### config.mk
export PLATFORM = sky130hd
export DESIGN_NAME = mc_control_fsm
export DESIGN_NICKNAME = d
export VERILOG_FILES = /design/src/rtl/mc_control_fsm_pkg.sv /design/src/rtl/mc_alu_dec.sv /design/src/rtl/mc_control_fsm.sv
export SDC_FILE = /design/constraint.sdc
export NUM_CORES = 1
export LEC_CHECK = 0
export CAP_MARGIN = 20
export CORE_MARGIN = 3
export CORE_UTILIZATION = 40
export CTS_CLUSTER_DIAMETER = 200
export DETAILED_ROUTE_END_ITERATION = 12
export HOLD_SLACK_MARGIN = 0.15
export PLACE_DENSITY = 0.79
export SYNTH_ARGS = -nofsm -noshare
export SYNTH_HDL_FRONTEND = slang
export SYNTH_SLANG_ARGS = --single-unit
### constraint.sdc
create_clock -name CLK -period 2.9 [get_ports CLK]
set_input_delay 0.58 -clock CLK [delete_from_list [all_inputs] [get_ports CLK]]
set_output_delay 0.58 -clock CLK [all_outputs]
set_load 0.02 [all_outputs]
### src/rtl/mc_control_fsm_pkg.sv
// Shared encodings for the multicycle control FSM: states, opcodes and datapath select codes.
// Used by mc_control_fsm and mc_alu_dec.
package mc_control_fsm_pkg;

    typedef enum logic [3:0] {
        S_FETCH,
        S_DECODE,
        S_MEMADR,
        S_MEMREAD,
        S_MEMWB,
        S_MEMWRITE,
        S_EXECR,
        S_EXECI,
        S_ALUWB,
        S_JAL,
        S_BEQ,
        S_ERROR
    } state_t;

    localparam logic [6:0] OP_LW    = 7'b0000011;
    localparam logic [6:0] OP_SW    = 7'b0100011;
    localparam logic [6:0] OP_RTYPE = 7'b0110011;
    localparam logic [6:0] OP_ITYPE = 7'b0010011;
    localparam logic [6:0] OP_JAL   = 7'b1101111;
    localparam logic [6:0] OP_BEQ   = 7'b1100011;

    typedef enum logic [1:0] {
        ALUOP_ADD   = 2'b00,
        ALUOP_SUB   = 2'b01,
        ALUOP_FUNCT = 2'b10
    } alu_op_t;

    typedef enum logic [1:0] {
        RES_ALUOUT    = 2'b00,
        RES_DATA      = 2'b01,
        RES_ALURESULT = 2'b10
    } result_src_t;

    typedef enum logic [1:0] {
        SRCA_PC    = 2'b00,
        SRCA_OLDPC = 2'b01,
        SRCA_REGA  = 2'b10
    } alu_src_a_t;

    typedef enum logic [1:0] {
        SRCB_REGB = 2'b00,
        SRCB_IMM  = 2'b01,
        SRCB_FOUR = 2'b10
    } alu_src_b_t;

    typedef enum logic [1:0] {
        IMM_I = 2'b00,
        IMM_S = 2'b01,
        IMM_B = 2'b10,
        IMM_J = 2'b11
    } imm_src_t;

    typedef enum logic [2:0] {
        ALU_ADD = 3'b000,
        ALU_SUB = 3'b001,
        ALU_AND = 3'b010,
        ALU_OR  = 3'b011,
        ALU_SLT = 3'b101
    } alu_ctrl_t;

endpackage

### src/rtl/mc_alu_dec.sv
// Combinational ALU decoder: maps ALUOp plus instruction fields to an ALU operation.
module mc_alu_dec
    import mc_control_fsm_pkg::*;
(
    input  alu_op_t     alu_op,
    input  logic        op5,
    input  logic [2:0]  funct3,
    input  logic        funct7,
    output alu_ctrl_t   alu_control
);

    // NOTE: every variable written in always_comb gets a default first, so no path can infer a latch.
    always_comb begin
        alu_control = ALU_ADD;
        case (alu_op)
            ALUOP_SUB: alu_control = ALU_SUB;
            ALUOP_FUNCT: begin
                case (funct3)
                    3'b000: begin
                        // Only register-register ops use funct7 to select subtract.
                        if (op5 && funct7) alu_control = ALU_SUB;
                        else               alu_control = ALU_ADD;
                    end
                    3'b010:  alu_control = ALU_SLT;
                    3'b110:  alu_control = ALU_OR;
                    3'b111:  alu_control = ALU_AND;
                    default: alu_control = ALU_ADD;
                endcase
            end
            default: alu_control = ALU_ADD;
        endcase
    end

endmodule

### src/rtl/mc_control_fsm.sv
// Moore control FSM for a multicycle RISC-V style datapath.
// Optional memory wait states are enabled by defining MC_MEM_WAIT_EN (adds the MemReady port).
module mc_control_fsm
    import mc_control_fsm_pkg::*;
(
    input  logic        CLK,
    input  logic        RST,
    input  logic [6:0]  OP,
    input  logic [2:0]  funct3,
    input  logic        funct7,
    input  logic        Zero,
`ifdef MC_MEM_WAIT_EN
    input  logic        MemReady,
`endif
    output logic        PCWrite,
    output logic        AdrSrc,
    output logic        IRWrite,
    output logic        MemWrite,
    output logic        RegWrite,
    output logic [1:0]  ResultSrc,
    output logic [1:0]  ALUSrcA,
    output logic [1:0]  ALUSrcB,
    output logic [1:0]  ImmSrc,
    output logic [2:0]  ALUControl,
    output logic        InstrDone,
    output logic        Trap
);

    state_t      state, next_state;
    logic        mem_ready;
    logic        adr_src, ir_write, mem_write, reg_write;
    logic        pc_update, branch, instr_done, trap;
    result_src_t result_src;
    alu_src_a_t  alu_src_a;
    alu_src_b_t  alu_src_b;
    imm_src_t    imm_src;
    alu_op_t     alu_op;
    alu_ctrl_t   alu_control;

`ifdef MC_MEM_WAIT_EN
    assign mem_ready = MemReady;
`else
    assign mem_ready = 1'b1;
`endif

    // NOTE: state registers use non-blocking assignment so every flop samples pre-edge values.
    always_ff @(posedge CLK or negedge RST) begin
        if (!RST) state <= S_FETCH;
        else      state <= next_state;
    end

    always_comb begin
        next_state = state;
        adr_src    = 1'b0;
        ir_write   = 1'b0;
        mem_write  = 1'b0;
        reg_write  = 1'b0;
        pc_update  = 1'b0;
        branch     = 1'b0;
        instr_done = 1'b0;
        trap       = 1'b0;
        result_src = RES_ALUOUT;
        alu_src_a  = SRCA_PC;
        alu_src_b  = SRCB_REGB;
        imm_src    = IMM_I;
        alu_op     = ALUOP_ADD;
        case (state)
            S_FETCH: begin
                alu_src_b  = SRCB_FOUR;
                result_src = RES_ALURESULT;
                if (mem_ready) begin
                    ir_write   = 1'b1;
                    pc_update  = 1'b1;
                    next_state = S_DECODE;
                end
            end
            S_DECODE: begin
                alu_src_a = SRCA_OLDPC;
                alu_src_b = SRCB_IMM;
                imm_src   = IMM_B;
                case (OP)
                    OP_LW, OP_SW: next_state = S_MEMADR;
                    OP_RTYPE:     next_state = S_EXECR;
                    OP_ITYPE:     next_state = S_EXECI;
                    OP_JAL:       next_state = S_JAL;
                    OP_BEQ:       next_state = S_BEQ;
                    default:      next_state = S_ERROR;
                endcase
            end
            S_MEMADR: begin
                alu_src_a = SRCA_REGA;
                alu_src_b = SRCB_IMM;
                if (OP == OP_SW) begin
                    imm_src    = IMM_S;
                    next_state = S_MEMWRITE;
                end else begin
                    next_state = S_MEMREAD;
                end
            end
            S_MEMREAD: begin
                adr_src = 1'b1;
                if (mem_ready) next_state = S_MEMWB;
            end
            S_MEMWB: begin
                result_src = RES_DATA;
                reg_write  = 1'b1;
                instr_done = 1'b1;
                next_state = S_FETCH;
            end
            S_MEMWRITE: begin
                adr_src   = 1'b1;
                mem_write = 1'b1;
                if (mem_ready) begin
                    instr_done = 1'b1;
                    next_state = S_FETCH;
                end
            end
            S_EXECR: begin
                alu_src_a  = SRCA_REGA;
                alu_op     = ALUOP_FUNCT;
                next_state = S_ALUWB;
            end
            S_EXECI: begin
                alu_src_a  = SRCA_REGA;
                alu_src_b  = SRCB_IMM;
                alu_op     = ALUOP_FUNCT;
                next_state = S_ALUWB;
            end
            S_ALUWB: begin
                reg_write  = 1'b1;
                instr_done = 1'b1;
                next_state = S_FETCH;
            end
            S_JAL: begin
                alu_src_a  = SRCA_OLDPC;
                alu_src_b  = SRCB_FOUR;
                imm_src    = IMM_J;
                pc_update  = 1'b1;
                next_state = S_ALUWB;
            end
            S_BEQ: begin
                alu_src_a  = SRCA_REGA;
                alu_op     = ALUOP_SUB;
                imm_src    = IMM_B;
                branch     = 1'b1;
                instr_done = 1'b1;
                next_state = S_FETCH;
            end
            S_ERROR: begin
                trap       = 1'b1;
                next_state = S_ERROR;
            end
            default: next_state = S_FETCH;
        endcase
    end

    mc_alu_dec u_alu_dec (
        .alu_op      (alu_op),
        .op5         (OP[5]),
        .funct3      (funct3),
        .funct7      (funct7),
        .alu_control (alu_control)
    );

    // The reset value of state is FETCH, whose strobes are active, so strobes are masked by RST directly.
    assign PCWrite    = RST & (pc_update | (branch & Zero));
    assign IRWrite    = RST & ir_write;
    assign MemWrite   = RST & mem_write;
    assign RegWrite   = RST & reg_write;
    assign InstrDone  = RST & instr_done;
    assign Trap       = RST & trap;
    assign AdrSrc     = adr_src;
    assign ResultSrc  = result_src;
    assign ALUSrcA    = alu_src_a;
    assign ALUSrcB    = alu_src_b;
    assign ImmSrc     = imm_src;
    assign ALUControl = alu_control;

endmodule

Yosys cells after proc, flatten, opt, wreduce, memory -nomap -nowiden
Cells that the tools add are included.
Word-level totals
  flip-flop bits (word level): 4
  output and inout port bits: 18
  logic and storage cells: 65
Cells by class
  equal/unequal tests: 22
  muxes and demuxes: 20
  bitwise operators: 8
  reduce and logical (&&, ||, !) cells: 14
Operators with widths (number)
  case mux 4 bit (6 select lines): 1
  case mux 4 bit (5 select lines): 1
  == test 4 x 3 -> 1 bit (second input constant): 4
  == test 4 bit (second input constant): 4
  case mux 2 bit (2 select lines): 4
  == test 7 x 6 -> 1 bit (second input constant): 2
  == test 7 bit (second input constant): 2
  OR reduction 2 bit: 7
  case mux 3 bit (4 select lines): 1
  2-to-1 mux 1 bit: 10
  == test 4 x 2 -> 1 bit (second input constant): 2
  OR reduction 4 bit: 2
  AND 1 bit: 7
  == test 7 x 2 -> 1 bit (second input constant): 1
  == test 7 x 5 -> 1 bit (second input constant): 1
  == test 3 bit (second input constant): 2
  case mux 2 bit (3 select lines): 1
  case mux 3 bit (2 select lines): 1
  OR reduction 3 bit: 2
  == test 4 x 1 -> 1 bit (second input constant): 1
  logical NOT 4 bit: 1
  == test 3 x 2 -> 1 bit (second input constant): 1
  logical NOT 3 bit: 1
  2-to-1 mux 3 bit: 1
  other kinds (4): 4

Longest topological paths before layout
Gate-level depths: netlist (run 1).
  depth after elaboration: 5
  depth in mapped cells: 7

Cells and area by module
From an unflattened synthesis (run 1), not the netlist that was laid out.
Unflattened totals
  cells, all modules: 80
  area, all modules: 601.8 sq um
By module, submodules not included
  mc_control_fsm: instances 1, cells an instance 69, area an instance 505.5 sq um, seq. area each 100.1 sq um
  mc_alu_dec: instances 1, cells an instance 11, area an instance 96.3 sq um, seq. area each 0.0 sq um

Least setup slack after synthesis (run 1)
No wires, ideal clock.
  path type: register -> output
  from: reg state[0]
  to: out ALUControl[2]
  arrival time: 1.741 ns
  required time: 2.320 ns
  setup slack: 0.579 ns
  cell stages (with the launch flop): 5
  cells stage by stage: dfrtp_1 buf_6 and4bb_4 ha_1 nor4_1
On the way
  word-level cells in the longest chain between the ends: 5
Ends and longest elaborated chain
  start, declared: line mc_control_fsm.sv:29  | state_t state, next_state;
  start signal, assigned: line mc_control_fsm.sv:49  | else state <= next_state;
  == test 4 x 3 -> 1 bit: line mc_control_fsm.sv:67  | case (state)
  OR reduction 2 bit (no source line)
  case mux 2 bit (2 select lines) (*): line mc_control_fsm.sv:67
  == test 2 bit / == test 2 x 1 -> 1 bit (equally long branches): line mc_alu_dec.sv:15  | case (alu_op)
  case mux 3 bit (2 select lines) (*): line mc_alu_dec.sv:15
  end, declared: line mc_control_fsm.sv:24  | output logic [2:0] ALUControl,
Mark *: on every way between the ends. The rest lies on a longest branch, timed or not.

Worst setup path after layout (run 1)
  from: in OP[2]
  to: out ImmSrc[0]
On the way
  word-level cells in the longest chain between the ends: 3
Ends and longest elaborated chain
  start, declared: line mc_control_fsm.sv:8  | input logic [6:0] OP,
  == test 7 x 6 -> 1 bit: line mc_control_fsm.sv:93  | if (OP == OP_SW) begin
  2-to-1 mux 1 bit: line mc_control_fsm.sv:93
  case mux 2 bit (3 select lines): line mc_control_fsm.sv:67
  end, declared: line mc_control_fsm.sv:23  | output logic [1:0] ImmSrc,
No other way between the ends.

==> results of run 1 <==
==> through the flow <==
stage	total power [mW]	hold WS, ns	instances	setup WS, ns
floorplan	0.639	0.284	79	0.579
global placement	0.844	0.661	127	0.135
detailed placement	0.860	0.687	127	0.0897
CTS	0.932	0.657	130	0.0883
global route	0.997	0.668	130	0.0186
finish	0.927	0.649	130	0.102
==> metal layers <==
metal / global-route usage (%) / routed length (um) / vias to the layer above / part of all wire (%)
met2: 31.2 / 912 / 19 / 52
met3: 4.98 / 77 / 5 / 4.4
met5: 0 / 0 / - / 0
li1: - / - / 356 / -
met1: 20.0 / 724 / 324 / 42
met4: 9.94 / 29 / 0 / 1.7
==> critical path, stage by stage <==
cell and delay (ns):
clkdlybuf4s50_1 0.43, and4bb_1 0.34, nand3_1 0.09, a21oi_1 0.16, clkdlybuf4s50_1 0.62
==> timing repair <==
item                       in CTS  in global routing
resized for setup               0                  1
setup endpoints to repair       0                  1
setup buffers                   0                  0
==> synthesized netlist by cell type (all sizes together) <==
master   instances  area share (%)
buf              7             9.8
a21oi            5             4.3
nor2b            5             4.7
dfrtp            4              15
inv              4             2.3
nand2            4             2.3
nand2b           4             3.8
nor2             4             2.3
nor3             4             3.0
nor3b            4             6.8
and3             3             2.8
nand4b           3             3.9
and2             2             1.9
and3b            2             2.6
and4bb           2             4.3
ha               2             3.8
nand3            2             1.5
nor4             2             2.8
o21ai            2             1.5
xnor2            2             2.6
a2111oi          1             2.3
a211oi           1             1.1
a21bo            1             1.5
a311oi           1             2.3
a31oi            1            0.94
nand4bb          1             1.7
o211ai           1             1.1
o21a             1             1.1
o22a             1             1.3
o31ai            1             1.1
o41ai            1             2.4
xor2             1             1.3
==> layout make-up <==
type                    count  area, um2  area share, %
well taps                  16       20.0           1.97
flip-flops and latches      4        100           9.84
repair buffers             39        373           36.7
multi-input cells          64        487           47.8
clock buffers               3       22.5           2.21
inverters                   4       15.0           1.48
==> logic make-up (layout without fill, tap and decap cells) <==
family                   count (synthesis)  count (layout)  share of synthesized area, %
AO/OA/AOI/OAI                           17              17                          21.0
XOR/XNOR                                 3               3                          3.94
adder cells (fa/ha/maj)                  2               2                          3.75
buffers and inverters                   11              46                          12.0
flip-flops                               4               4                          15.0
AND/OR/NAND/NOR                         42              42                          44.3
==> power by group <==
group | switching [mW] | total [mW] | leakage [nW] | internal [mW]
clock | 0.0245 | 0.0708 | 0.0138 | 0.0464
combinational | 0.396 | 0.754 | 0.338 | 0.358
sequential | 0.0196 | 0.102 | 0.0497 | 0.0823
total | 0.440 | 0.927 | 0.401 | 0.487
==> worst paths after layout <==
check,end,depth (start not counted),slack (ns)
hold / removal,state[0]$_DFF_PN0_,2,0.65
max in group asynchronous,state[2]$_DFF_PN0_,2,2.14
setup reg to reg,state[1]$_DFF_PN0_,4,1.66
min in group CLK,state[1]$_DFF_PN0_,2,0.69
hold reg to reg,state[1]$_DFF_PN0_,2,0.69
setup / recovery,ImmSrc[0],5,0.10
==> results.cfg, run 1 <==
[detailed_routing]
vias_per_cell = 5.42
num_vias = 704
firstDrtPassIters = 4
ant_nets = 0
wire_per_inst_um = 13.4
routed_wl_um = 1740
drcViolationCount = 0
drt_iter0_drc = 16

[synth]
yosys.cell_types.count = 39
ys_seq_area_share_pct = 15.0
synth-warning-count = 0
synth_area_um2 = 667
syn_avg_cell_area_um2 = 8.44
synth.net_count = 95
syn_inst = 79
synth-seq-cells = 4

[floorplan]
design.die.area_um2 = 2190
dieWidth_um = 46.8
rows = 14
die_h_um = 46.8
ios = 32
initial_utilization_pct = 43.3
core_um2 = 1540

[worst_setup_path]
cp_data_required_time_ns = 2.32
path_class = input port to output pin
crit_path_max_fanout = 4
worstPathArrival_ns = 2.22
end_kind = output pin
r2r-start = state[1]$_DFF_PN0_
cp-startpoint = OP[2]
critPathLaunchType = input port

[cts]
postCtsHoldBufs = 0
clkTransAtPathRegs_ns = 0.04
clock_sinks = 4
clk_path_buf_depth = 2
htreeDepth = 1
clockRootBuffer = clkbuf_4
clk_latency_ns = 0.24
cts_tree = yes
cts_made_buffers = 3

[timing]
drv_slew = 0
relSlewSlack_pct = 79.5
finalSetupViolations = 0
fmax_mhz = 357
rsz0062_at_grt = no
final.setup.tns_ns = 0
period_minus_slack_ns = 2.80
fin_crit_sh_pct = 96.5
skew_ns = 0.00117
finalHoldViolCount = 0
tightest_slew_ns = 0.304

[final_layout]
final_nets = 132
largestRegisters = state: 4 flops
largest_reg_flops = 4
syn2layout_area_growth_pct = 52.5
final_common_cell = clkdlybuf4s50_1
antenna_cells = 0
final_cell_area_um2 = 1020
utilization_pct = 66.0
largest_register = state
drive_above_1_share_pct = 18.4
fill_cells = 134
final_cell_mix = clkdlybuf4s50_1 (30), buf_4 (8), nor2b_1 (5)

[pwr]
leakagePower_nw = 0.401
vdd_drop_max_mv = 0.452
cellPowerDensity_nw_per_um2 = 911

[placement]
port_buffers = 31
dp_hpwl_um = 1360
place_area_um2 = 992
place_congestion = 0.745

[worst_hold_path]
hold_class = input port to asynchronous set/reset pin

[grt]
grt_util_all_layers_pct = 18.1
grt_pass1_wl_um = 2820
grt-ovfl-total = 0
first_global_vias = 667
antenna_found_initial = 0
grt_max_degree = 18

[outcome]
outcome = finished clean

[flow_run]
drv_cap = 0
Note: power is estimated with default switching activity, not from simulation.
==> run 2, diff against run 1 <==
Clock period 2.9 ns to 3.4 ns, I/O delays scaled along.
==> run 2 against run 1 <==
Effect of this change: final cell count fell by 2.3%; die area did not move; hold slack got worse by 0.021 ns; count of clock-buffer cells in the layout did not move; non-clock buffer count fell by 3; sequential power fell by 4%; global-route usage fell by 2.0 points; critical path type unchanged; highest routed layer unchanged.
==> results.cfg, run 2 (synthesized netlist as in run 1, its figures left out) <==
[outcome]
outcome = finished clean

[pwr]
vdd_drop_max_mv = 0.429
cellPowerDensity_nw_per_um2 = 791
pwr-share-seq_pct = 12.5
cell_internal_pwr_mw = 0.412
p_sw_share_pct = 47.5
p_clk_share_pct = 7.3
leakagePower_nw = 0.368
combPwrFrac_pct = 80.1
switchingPower_mw = 0.372

[final_layout]
final_common_cell = clkdlybuf4s50_1
utilization_pct = 64.4
fill_cells = 143
drive_above_1_share_pct = 16.2
final_nets = 129
antenna_cells = 0
syn2layout_area_growth_pct = 48.8
largestRegisters = state: 4 flops
largest_reg_flops = 4
largest_register = state
final_cell_mix = clkdlybuf4s50_1 (31), nor2b_1 (5), buf_4 (5)

[cts]
cts_made_buffers = 3
clk_latency_ns = 0.23
cts_tree = yes
post-cts-setup-buffers = 0
clkTransAtPathRegs_ns = 0.04
htreeDepth = 1
postCtsHoldBufs = 0
clockRootBuffer = clkbuf_4
clock_sinks = 4
cts_resized = 0
clk_path_buf_depth = 2

[detailed_routing]
wire_per_inst_um = 12.7
ant_nets = 0
vias_per_cell = 5.59
drcViolationCount = 0
num_vias = 710
routed_wl_um = 1620
drt_iter0_drc = 11
firstDrtPassIters = 4

[placement]
dp_hpwl_um = 1310
place_congestion = 0.760
port_buffers = 31

[grt]
grt_pass1_wl_um = 2530
first_global_vias = 569
grt_max_degree = 18
grt_util_all_layers_pct = 16.1
antenna_found_initial = 0
grt-ovfl-total = 0

[worst_setup_path]
end_kind = output pin
path_class = input port to output pin
crit_path_max_fanout = 5
critPathLaunchType = input port
worstPathArrival_ns = 2.34
regToRegSetupSlack_ns = 2.12
cp_data_required_time_ns = 2.72

[timing]
final.setup.tns_ns = 0
finalHoldViolCount = 0
tightest_slew_ns = 0.321
relSlewSlack_pct = 78.4
rsz0062_at_grt = no
drv_slew = 0
period_minus_slack_ns = 3.02
fmax_mhz = 331
finalSetupViolations = 0
fin_crit_sh_pct = 88.8
skew_ns = 0.000315

[flow_run]
drv_cap = 0

[floorplan]
rows = 14
core_um2 = 1540
initial_utilization_pct = 43.3
die_h_um = 46.8
design.die.area_um2 = 2190
dieWidth_um = 46.8
ios = 32

[worst_hold_path]
hold_class = flip-flop to flip-flop
-- run 2: cell types whose count changed in the layout (fill, tap and decap cells not counted) --
cell / change
clkdlybuf4s50_1: +1
dlymetal6s2s_1: -1
buf_4: -3
-- run 2: layout make-up --
class                      count  area, um2  area share, %
clock buffer                   3       22.5           2.27
inverter                       4       15.0           1.51
multi-input combinational     64        487           49.1
sequential                     4        100           10.1
tap                           16       20.0           2.02
timing repair buffer          36        348           35.1
-- run 2: power groups by stage --
stage               logic, mW  registers (mW)  clock network [mW]
floorplan               0.463          0.0824                   0
global placement        0.620          0.0971                   0
detailed placement      0.633          0.0986                   0
CTS                     0.634          0.0979              0.0594
global route            0.682           0.102              0.0649
finish                  0.629          0.0983              0.0575
-- run 2: final timing paths --
path / depth (start not counted) / end / startpoint
setup / recovery: 5 / ImmSrc[0] / OP[5]
hold / removal: 1 / state[0]$_DFF_PN0_ / state[3]$_DFF_PN0_
setup reg to reg: 4 / state[1]$_DFF_PN0_ / state[3]$_DFF_PN0_
hold reg to reg: 1 / state[0]$_DFF_PN0_ / state[3]$_DFF_PN0_
max in group asynchronous: 2 / state[0]$_DFF_PN0_ / RST
min in group asynchronous: 2 / state[2]$_DFF_PN0_ / RST
-- run 2: layer usage --
layer | wire [um] | vias to the layer above | share of wire, % | track usage (%)
met5 | 0 | - | 0 | 0
met2 | 797 | 20 | 49 | 24.9
met4 | 16 | 0 | 0.99 | 6.63
li1 | - | 356 | - | -
met3 | 88 | 3 | 5.4 | 3.45
met1 | 714 | 331 | 44 | 21.6
-- run 2: critical path: stages --
cell and delay [ns]:
clkdlybuf4s50_1 0.53, nor3b_2 0.25, nand3_1 0.11, a21oi_1 0.15
clkdlybuf4s50_1 0.61
-- run 2: metrics by stage --
step | area, um2 | cells | power [mW] | hold slack, ns | setup WS, ns
after detailed placement | 970 | 124 | 0.731 | 0.624 | 0.381
final | 992 | 127 | 0.785 | 0.629 | 0.382
after global routing | 992 | 127 | 0.849 | 0.672 | 0.244
after floorplan | 667 | 79 | 0.545 | 0.384 | 0.979
after global placement | 970 | 124 | 0.717 | 0.607 | 0.374
after CTS | 992 | 127 | 0.792 | 0.628 | 0.365
